[src/rtl/frame_buffer_reader.sv]
// Custom-instruction controlled burst-read master that streams a frame buffer
// out of memory through a 32-word FIFO onto a valid/ready pixel port.
module frame_buffer_reader #(
    parameter logic [7:0]  customInstructionId = 8'd0,
    parameter int unsigned fifoDepthLog2       = 5
) (
    input  logic        clock,
    input  logic        reset,
    input  logic        ciStart,
    input  logic        ciCke,
    input  logic [7:0]  ciN,
    input  logic [31:0] ciValueA,
    input  logic [31:0] ciValueB,
    output logic [31:0] ciResult,
    output logic        ciDone,
    output logic        requestBus,
    input  logic        busGrant,
    output logic        beginTransactionOut,
    output logic [31:0] addressDataOut,
    output logic        readNotWriteOut,
    output logic [3:0]  byteEnablesOut,
    output logic [7:0]  burstSizeOut,
    output logic        endTransactionOut,
    input  logic [31:0] addressDataIn,
    input  logic        dataValidIn,
    input  logic        endTransactionIn,
    input  logic        busErrorIn,
    output logic [31:0] pixelData,
    output logic        pixelValid,
    input  logic        pixelReady,
    output logic        pixelFirst
);
    localparam int unsigned Depth = 1 << fifoDepthLog2;
    localparam int unsigned CntW  = fifoDepthLog2 + 1;
    localparam logic [fifoDepthLog2-1:0] PtrOne = 1;
    localparam logic [CntW-1:0] CntOne = 1;
    localparam logic [CntW-1:0] MinFree = 16;

    typedef enum logic [2:0] {
        IDLE, BETWEEN, REQUEST, INIT, WAIT_DATA
    } state_t;

    state_t state_q, state_d;
    logic [31:0] base_q, base_d;
    logic [8:0]  wpl_q, wpl_d;
    logic [10:0] nol_q, nol_d;
    logic [1:0]  ctrl_q, ctrl_d;
    logic        frame_done_q, frame_done_d;
    logic        error_q, error_d;
    logic [31:0] addr_q, addr_d;
    logic [8:0]  words_q, words_d;
    logic [10:0] lines_q, lines_d;
    logic [8:0]  wpl_act_q, wpl_act_d;
    logic        first_q, first_d;
    logic [CntW-1:0] count_q, count_d;
    logic [fifoDepthLog2-1:0] wr_ptr_q, wr_ptr_d;
    logic [fifoDepthLog2-1:0] rd_ptr_q, rd_ptr_d;
    logic        request_bus_q, request_bus_d;
    logic        begin_q, begin_d;
    logic [31:0] addr_out_q, addr_out_d;
    logic [7:0]  burst_out_q, burst_out_d;
    logic        end_out_q, end_out_d;
    logic [32:0] mem_q [Depth];

    logic ci_sel, push, pop, bus_state;
    logic [CntW-1:0] free_words;
    logic [7:0] burst_len;
    logic unused_bits;

    assign unused_bits = ^{ciValueA[31:3], ciValueB[31:27], ciValueB[15:9]};

    assign ci_sel = ciStart & ciCke & (ciN == customInstructionId);
    assign ciDone = ci_sel;
    assign pop = (count_q != '0) & pixelReady;
    assign free_words = CntW'(Depth) - count_q;
    assign burst_len = (words_q >= 9'd16) ? 8'd16 : {3'd0, words_q[4:0]};
    assign bus_state = (state_q == REQUEST) || (state_q == INIT)
                    || (state_q == WAIT_DATA);

    always_comb begin
        ciResult = 32'd0;
        if (ci_sel) begin
            case (ciValueA[2:0])
                3'd0:    ciResult = base_q;
                3'd4:    ciResult = {30'd0, error_q, frame_done_q};
                3'd5:    ciResult = {5'd0, lines_q, 7'd0, words_q};
                default: ciResult = 32'd0;
            endcase
        end
    end

    always_comb begin
        state_d = state_q;
        base_d = base_q;
        wpl_d = wpl_q;
        nol_d = nol_q;
        ctrl_d = ctrl_q;
        frame_done_d = frame_done_q;
        error_d = error_q;
        addr_d = addr_q;
        words_d = words_q;
        lines_d = lines_q;
        wpl_act_d = wpl_act_q;
        first_d = first_q;
        begin_d = 1'b0;
        addr_out_d = 32'd0;
        burst_out_d = 8'd0;
        end_out_d = 1'b0;
        push = 1'b0;

        if (ci_sel) begin
            case (ciValueA[2:0])
                3'd1: base_d = {ciValueB[31:2], 2'b00};
                3'd2: begin
                    wpl_d = ciValueB[8:0];
                    nol_d = ciValueB[26:16];
                end
                3'd3: if (ciValueB[1:0] != 2'b11) ctrl_d = ciValueB[1:0];
                3'd4: begin
                    frame_done_d = 1'b0;
                    error_d = 1'b0;
                end
                default: ;
            endcase
        end

        unique case (state_q)
            IDLE: begin
                if (ctrl_q != 2'b00 && wpl_q != '0 && nol_q != '0) begin
                    addr_d = base_q;
                    words_d = wpl_q;
                    lines_d = nol_q;
                    wpl_act_d = wpl_q;
                    first_d = 1'b1;
                    state_d = BETWEEN;
                end
            end
            BETWEEN: if (free_words >= MinFree) state_d = REQUEST;
            REQUEST: begin
                if (busGrant) begin
                    begin_d = 1'b1;
                    addr_out_d = addr_q;
                    burst_out_d = burst_len - 8'd1;
                    state_d = INIT;
                end
            end
            INIT: state_d = WAIT_DATA;
            WAIT_DATA: begin
                if (dataValidIn && words_q != '0) begin
                    push = 1'b1;
                    addr_d = addr_q + 32'd4;
                    words_d = words_q - 9'd1;
                    first_d = 1'b0;
                end
                if (endTransactionIn) begin
                    if (words_d != '0) begin
                        state_d = BETWEEN;
                    end else if (lines_q <= 11'd1) begin
                        lines_d = 11'd0;
                        frame_done_d = 1'b1;
                        if (ctrl_d == 2'b10) ctrl_d = 2'b00;
                        state_d = IDLE;
                    end else begin
                        lines_d = lines_q - 11'd1;
                        words_d = wpl_act_q;
                        state_d = BETWEEN;
                    end
                end
            end
            default: state_d = IDLE;
        endcase

        // Abort keeps whatever already reached the FIFO.
        if (busErrorIn && bus_state) begin
            state_d = IDLE;
            end_out_d = 1'b1;
            error_d = 1'b1;
            ctrl_d = 2'b00;
            begin_d = 1'b0;
            addr_out_d = 32'd0;
            burst_out_d = 8'd0;
        end

        request_bus_d = (state_d == REQUEST) || (state_d == INIT)
                     || (state_d == WAIT_DATA);
        wr_ptr_d = push ? wr_ptr_q + PtrOne : wr_ptr_q;
        rd_ptr_d = pop ? rd_ptr_q + PtrOne : rd_ptr_q;
        count_d = count_q + (push ? CntOne : '0) - (pop ? CntOne : '0);
    end

    always_ff @(posedge clock) begin
        if (reset) begin
            state_q <= IDLE;
            base_q <= 32'd0;
            wpl_q <= 9'd0;
            nol_q <= 11'd0;
            ctrl_q <= 2'b00;
            frame_done_q <= 1'b0;
            error_q <= 1'b0;
            addr_q <= 32'd0;
            words_q <= 9'd0;
            lines_q <= 11'd0;
            wpl_act_q <= 9'd0;
            first_q <= 1'b0;
            count_q <= '0;
            wr_ptr_q <= '0;
            rd_ptr_q <= '0;
            request_bus_q <= 1'b0;
            begin_q <= 1'b0;
            addr_out_q <= 32'd0;
            burst_out_q <= 8'd0;
            end_out_q <= 1'b0;
        end else begin
            state_q <= state_d;
            base_q <= base_d;
            wpl_q <= wpl_d;
            nol_q <= nol_d;
            ctrl_q <= ctrl_d;
            frame_done_q <= frame_done_d;
            error_q <= error_d;
            addr_q <= addr_d;
            words_q <= words_d;
            lines_q <= lines_d;
            wpl_act_q <= wpl_act_d;
            first_q <= first_d;
            count_q <= count_d;
            wr_ptr_q <= wr_ptr_d;
            rd_ptr_q <= rd_ptr_d;
            request_bus_q <= request_bus_d;
            begin_q <= begin_d;
            addr_out_q <= addr_out_d;
            burst_out_q <= burst_out_d;
            end_out_q <= end_out_d;
        end
    end

    always_ff @(posedge clock) begin
        if (push && !reset) mem_q[wr_ptr_q] <= {first_q, addressDataIn};
    end

    assign requestBus = request_bus_q;
    assign beginTransactionOut = begin_q;
    assign addressDataOut = addr_out_q;
    assign readNotWriteOut = begin_q;
    assign byteEnablesOut = {4{begin_q}};
    assign burstSizeOut = burst_out_q;
    assign endTransactionOut = end_out_q;
    assign pixelValid = (count_q != '0);
    assign pixelData = mem_q[rd_ptr_q][31:0];
    assign pixelFirst = mem_q[rd_ptr_q][32] & pixelValid;
endmodule

[config.mk]
export PLATFORM = sky130hd
export DESIGN_NAME = frame_buffer_reader
export DESIGN_NICKNAME = d
export VERILOG_FILES = /design/src/rtl/frame_buffer_reader.sv
export SDC_FILE = /design/constraint.sdc
export NUM_CORES = 1
export LEC_CHECK = 0
export CAP_MARGIN = 20
export CELL_PAD_IN_SITES_DETAIL_PLACEMENT = 1
export CELL_PAD_IN_SITES_GLOBAL_PLACEMENT = 2
export CORE_MARGIN = 2
export CORE_UTILIZATION = 45
export CTS_BUF_LIST = sky130_fd_sc_hd__clkbuf_4
export DETAILED_ROUTE_END_ITERATION = 7
export PLACE_DENSITY = 0.74
export SYNTH_ARGS = -nofsm -noshare
export SYNTH_HDL_FRONTEND = slang
export SYNTH_SLANG_ARGS = --single-unit
[constraint.sdc]
create_clock -name clock -period 7.56 [get_ports clock]
set_input_delay 1.89 -clock clock [delete_from_list [all_inputs] [get_ports clock]]
set_output_delay 1.89 -clock clock [all_outputs]
set_load 0.1 [all_outputs]
==> results by stage <==
Synthesis:
- Counting instances in the post-synthesis netlist gives the leading cell types as edfxtp_1, mux4_2, nor2_1.
- The count of synthesis-stage warnings from yosys is 0.
- Yosys attributes the largest share of cell area to edfxtp_1, mux4_2, dfxtp_1.
- The number of flops mapped to enable cells by yosys is 1,056.
- After synthesis, the share of cell area in mux cells is 0.1683.
- The post-synthesis simple-gate area fraction is 0.04670.
- After technology mapping, the gate count stands at 2,586.
- The average instance area after synthesis is 18.80 µm².
- The cell area that synthesis handed to floorplanning was 48,630 µm².
- Of the synthesized area, sequential elements account for 0.7250.
- The top-area cell type share of the netlist area is 0.6521.
- The compound-cell area share of the yosys netlist is 0.03062.
- The synthesized design spends more area on one cell type than any other, namely edfxtp_1.
- The primary flip-flop cell chosen by synthesis mapping is edfxtp_1.
- By area, the combinational part of the netlist is dominated by multiplexers.
- The distinct cell type count after synthesis is 77.
- Counting flops with an async set or reset pin after synthesis yields a share of 0.
- In the post-synthesis netlist, the cell with the most instances is edfxtp_1.
- Synthesis inferred 1,233 register bits.
- Of the total synthesized cell area, the portion taken by full adders, half adders and majority gates is 0.005815.
- The parity-gate share of the synthesized area counting xor and xnor cells is 0.003963.

GRT:
- For this run the aggregate overflow at the end of global routing stands at 0.
- Entering global routing, the biggest net connects 83 pins.
- The number of global-route vias before repair is 29,280.
- The first global-routing pass estimated 188.4 mm of wire.
- For this run, the total global-route usage over all layers was measured as 0.2313.
- The number of antenna violations at the first check in global routing is 4.

Critical path:
- The critical path start-end classification is register to output port.
- The worst reg2reg path depth is 10.
- The critical register-to-register path startpoint is words_q[0].
- The element type at the critical path end is an output port.
- The endpoint of the lowest-slack register-to-register path is mem_q[27][25].
- STA puts the critical path data required time at 5.67 ns.
- Data on the critical path arrives at its endpoint at 4.97 ns.
- The maximum fanout along the worst path is 55.
- The kind of start point of the critical path is a register.
- The internal reg-to-reg setup slack is 2.92 ns.

Floorplanning:
- For this design the top-level I/O count stands at 228.
- The floorplan step set the die width to 332.7 µm.
- In this run the core area contains 120 standard-cell rows.
- The core area is 107,100 µm².
- Measured along the y axis, the die boundary spans 332.7 µm.
- The initial standard-cell utilization of the core is 0.4542.
- The die covers 110,700 µm².

Clock tree:
- The clock root buffer is clkbuf_4.
- TritonCTS built the clock tree.
- The later pin in the worst-skew pair is clocked with a latency of 1.19 ns.
- The number of gates resized after CTS is 0.
- Clock tree synthesis found a total of 1,233 sinks.
- The maximum number of buffers from clock root to sink is 4.
- Clock-pin slew was measured on the worst setup and hold paths at 0.07 ns.
- The post-CTS setup buffer count is 0.
- The number of H-tree levels is 5.
- Counting the buffers created by CTS gives 334.
- The post-cts hold buffer count is 0.

Route:
- The pre-antenna-repair detailed-routing pass consisted of 5 iterations.
- The final routed wire length divided by cell count is 27.21 µm.
- The via-per-instance ratio is 5.731.
- The number of design-rule violations left by the first detailed-router iteration is 2,218.
- The final wirelength is 126.7 mm.
- The detail route stage leaves a number of antenna-violating nets equal to 0.
- The routed layout has 26,680 vias.
- For this run, design rule violations remaining after detail routing come to 0.

Worst hold path:
- For hold timing, the worst endpoint is wpl_act_q[4].
- The worst hold path belongs to the class register to register.
- The origin of the worst min-delay path is wpl_q[4].
- The worst hold path was traced through 2 stages.

STA:
- The minimum period implied by the final worst setup slack is 6.863 ns.
- The maximum frequency from static timing analysis is 145.7 MHz.
- The worst pin sits at a relative slew slack of 0.2725.
- The final sum of negative setup slack is 0 ns.
- The clock skew after layout is 0.09492 ns.
- The count of pins over their slew limit came to 0.
- The final-report setup violation count is 0.
- The final worst-path cycle share is 0.9078.
- Setup repair after global routing left no endpoint under its margin.
- Setup slack on the critical path of the routed design comes to 0.6971 ns.
- The transition time at the pin with the least slew margin is 1.091 ns.
- The final number of hold-violating endpoints is 0.

Final layout:
- The fraction of final layout cells with drive strength greater than 1 is 0.3189.
- The layout-stage area growth over the synthesis result is 16.49%.
- The net count reported at finish is 3,176.
- Once layout is done, the placed cells without fillers occupy 56,640 µm².
- The layout filler cell count is 9,877.

Placed design:
- The detailed placer's ending HPWL is 74.35 mm.
- The placer's final routability congestion estimate is 0.8086.
- Once placement finished, the instance area stood at 52,390 µm².
- The post-placement worst setup slack is 1.105 ns.
- The number of input and output port buffers inserted is 196.

Outcome:
- The flow ran to the end, and the final reports show no timing, DRC or antenna violations.

Pwr:
- The total leakage power is 0.01830 µW.
- For this design the ratio of total power to cell area is 280.0 nW/µm².
- VDD sags by at most 0.0001509 V.

Run:
- The max-capacitance violation count is 0.
[routing by layer]
metal / vias up / global-route usage / wire (µm)
li1: 11470 / - / -
met1: 14060 / 0.3014 / 51920
met2: 953 / 0.3837 / 63450
met3: 202 / 0.05416 / 8350
met4: 2 / 0.07756 / 2946
met5: - / 0 / 14
[critical path, cell delays in order (launching register included)]
cell and delay [ns]:
dfxtp_4 0.93, buf_12 0.46, mux4_2 0.60, mux4_2 0.48, mux2_2 0.33, clkdlybuf4s50_1 0.99
[logic make-up (layout without fill, tap and decap cells)]
family,count (synthesis),count (layout)
muxes,401,401
adders and majority gates,22,22
buffers and inverters,193,858
xor gates and xnor gates,22,22
AOI/OAI and AO/OA,231,231
and+or+nand+nor,483,483
other,1,3
DFF,1233,1233
[area by class of cell]
cell class	instances	area (µm²)	share of cell area
sequential	1233	35270	0.6227
antenna	1	2.502	0.00004418
tap	1403	1755	0.03099
clock inverter	70	387.9	0.006848
clock buffer	477	3581	0.06322
timing repair buffer	280	2855	0.05041
multi-input combinational	1161	12680	0.2238
inverter	31	116.4	0.002054
[flip-flops by register name, summed over array words and instances (netlist names), 11 cells and up, named ones only]
| signal | count |
|---|---|
| nol_q | 11 |
| addr_q | 30 |
| mem_q | 1056 |
| addressDataOut | 30 |
| lines_q | 11 |
| base_q | 30 |
[worst max-delay path by stage]
stage                     startpoint       endpoint  cells past startpoint
after floorplan               ciN[3]   ciResult[11]                      4
after global placement        ciN[2]   ciResult[16]                      8
after detailed placement      ciN[2]   ciResult[18]                      8
after CTS                   register  pixelData[18]                      5
after global routing        register  pixelData[18]                      5
final                       register  pixelData[18]                      5
[report_power, final]
| part | switching [µW] | internal, µW |
|---|---|---|
| Combinational | 1440 | 1250 |
| Clock | 2650 | 3010 |
| Sequential | 111 | 7390 |
[cells in the final DEF, fill, tap and decap left out, drive strengths merged, types with 6 or more instances in the layout]
master and count:
and3 20, nand2 142, a22oi 23, clkdlybuf4s50 162, xnor2 13, nor3 26
a211oi 25, inv 37, edfxtp 1056, xor2 9, a21oi 94, dfxtp 177
nor4 8, o31ai 6, mux2 32, buf 113, clkbuf 482, nor2 184
nand3b 6, o21ai 26, nand4 10, nand3 25, mux2i 39, and2 25
nor2b 7, a31oi 11, ha 21, clkinv 57, mux4 330
[stage by stage]
step           total power [µW]  hold slack (ns)  instances    util
3_5_place_dp              10370           0.4515       4095  0.4894
5_1_grt                   16560           0.4760       4656  0.5291
4_1_cts                   16060           0.4438       4642  0.5265
2_1_floorplan              9714           0.4315       2587       -
3_3_place_gp              10310           0.4394       4095  0.4894
6_report                  15860           0.4417       4656  0.5291
No activity file was read; power rests on OpenSTA's default activity.
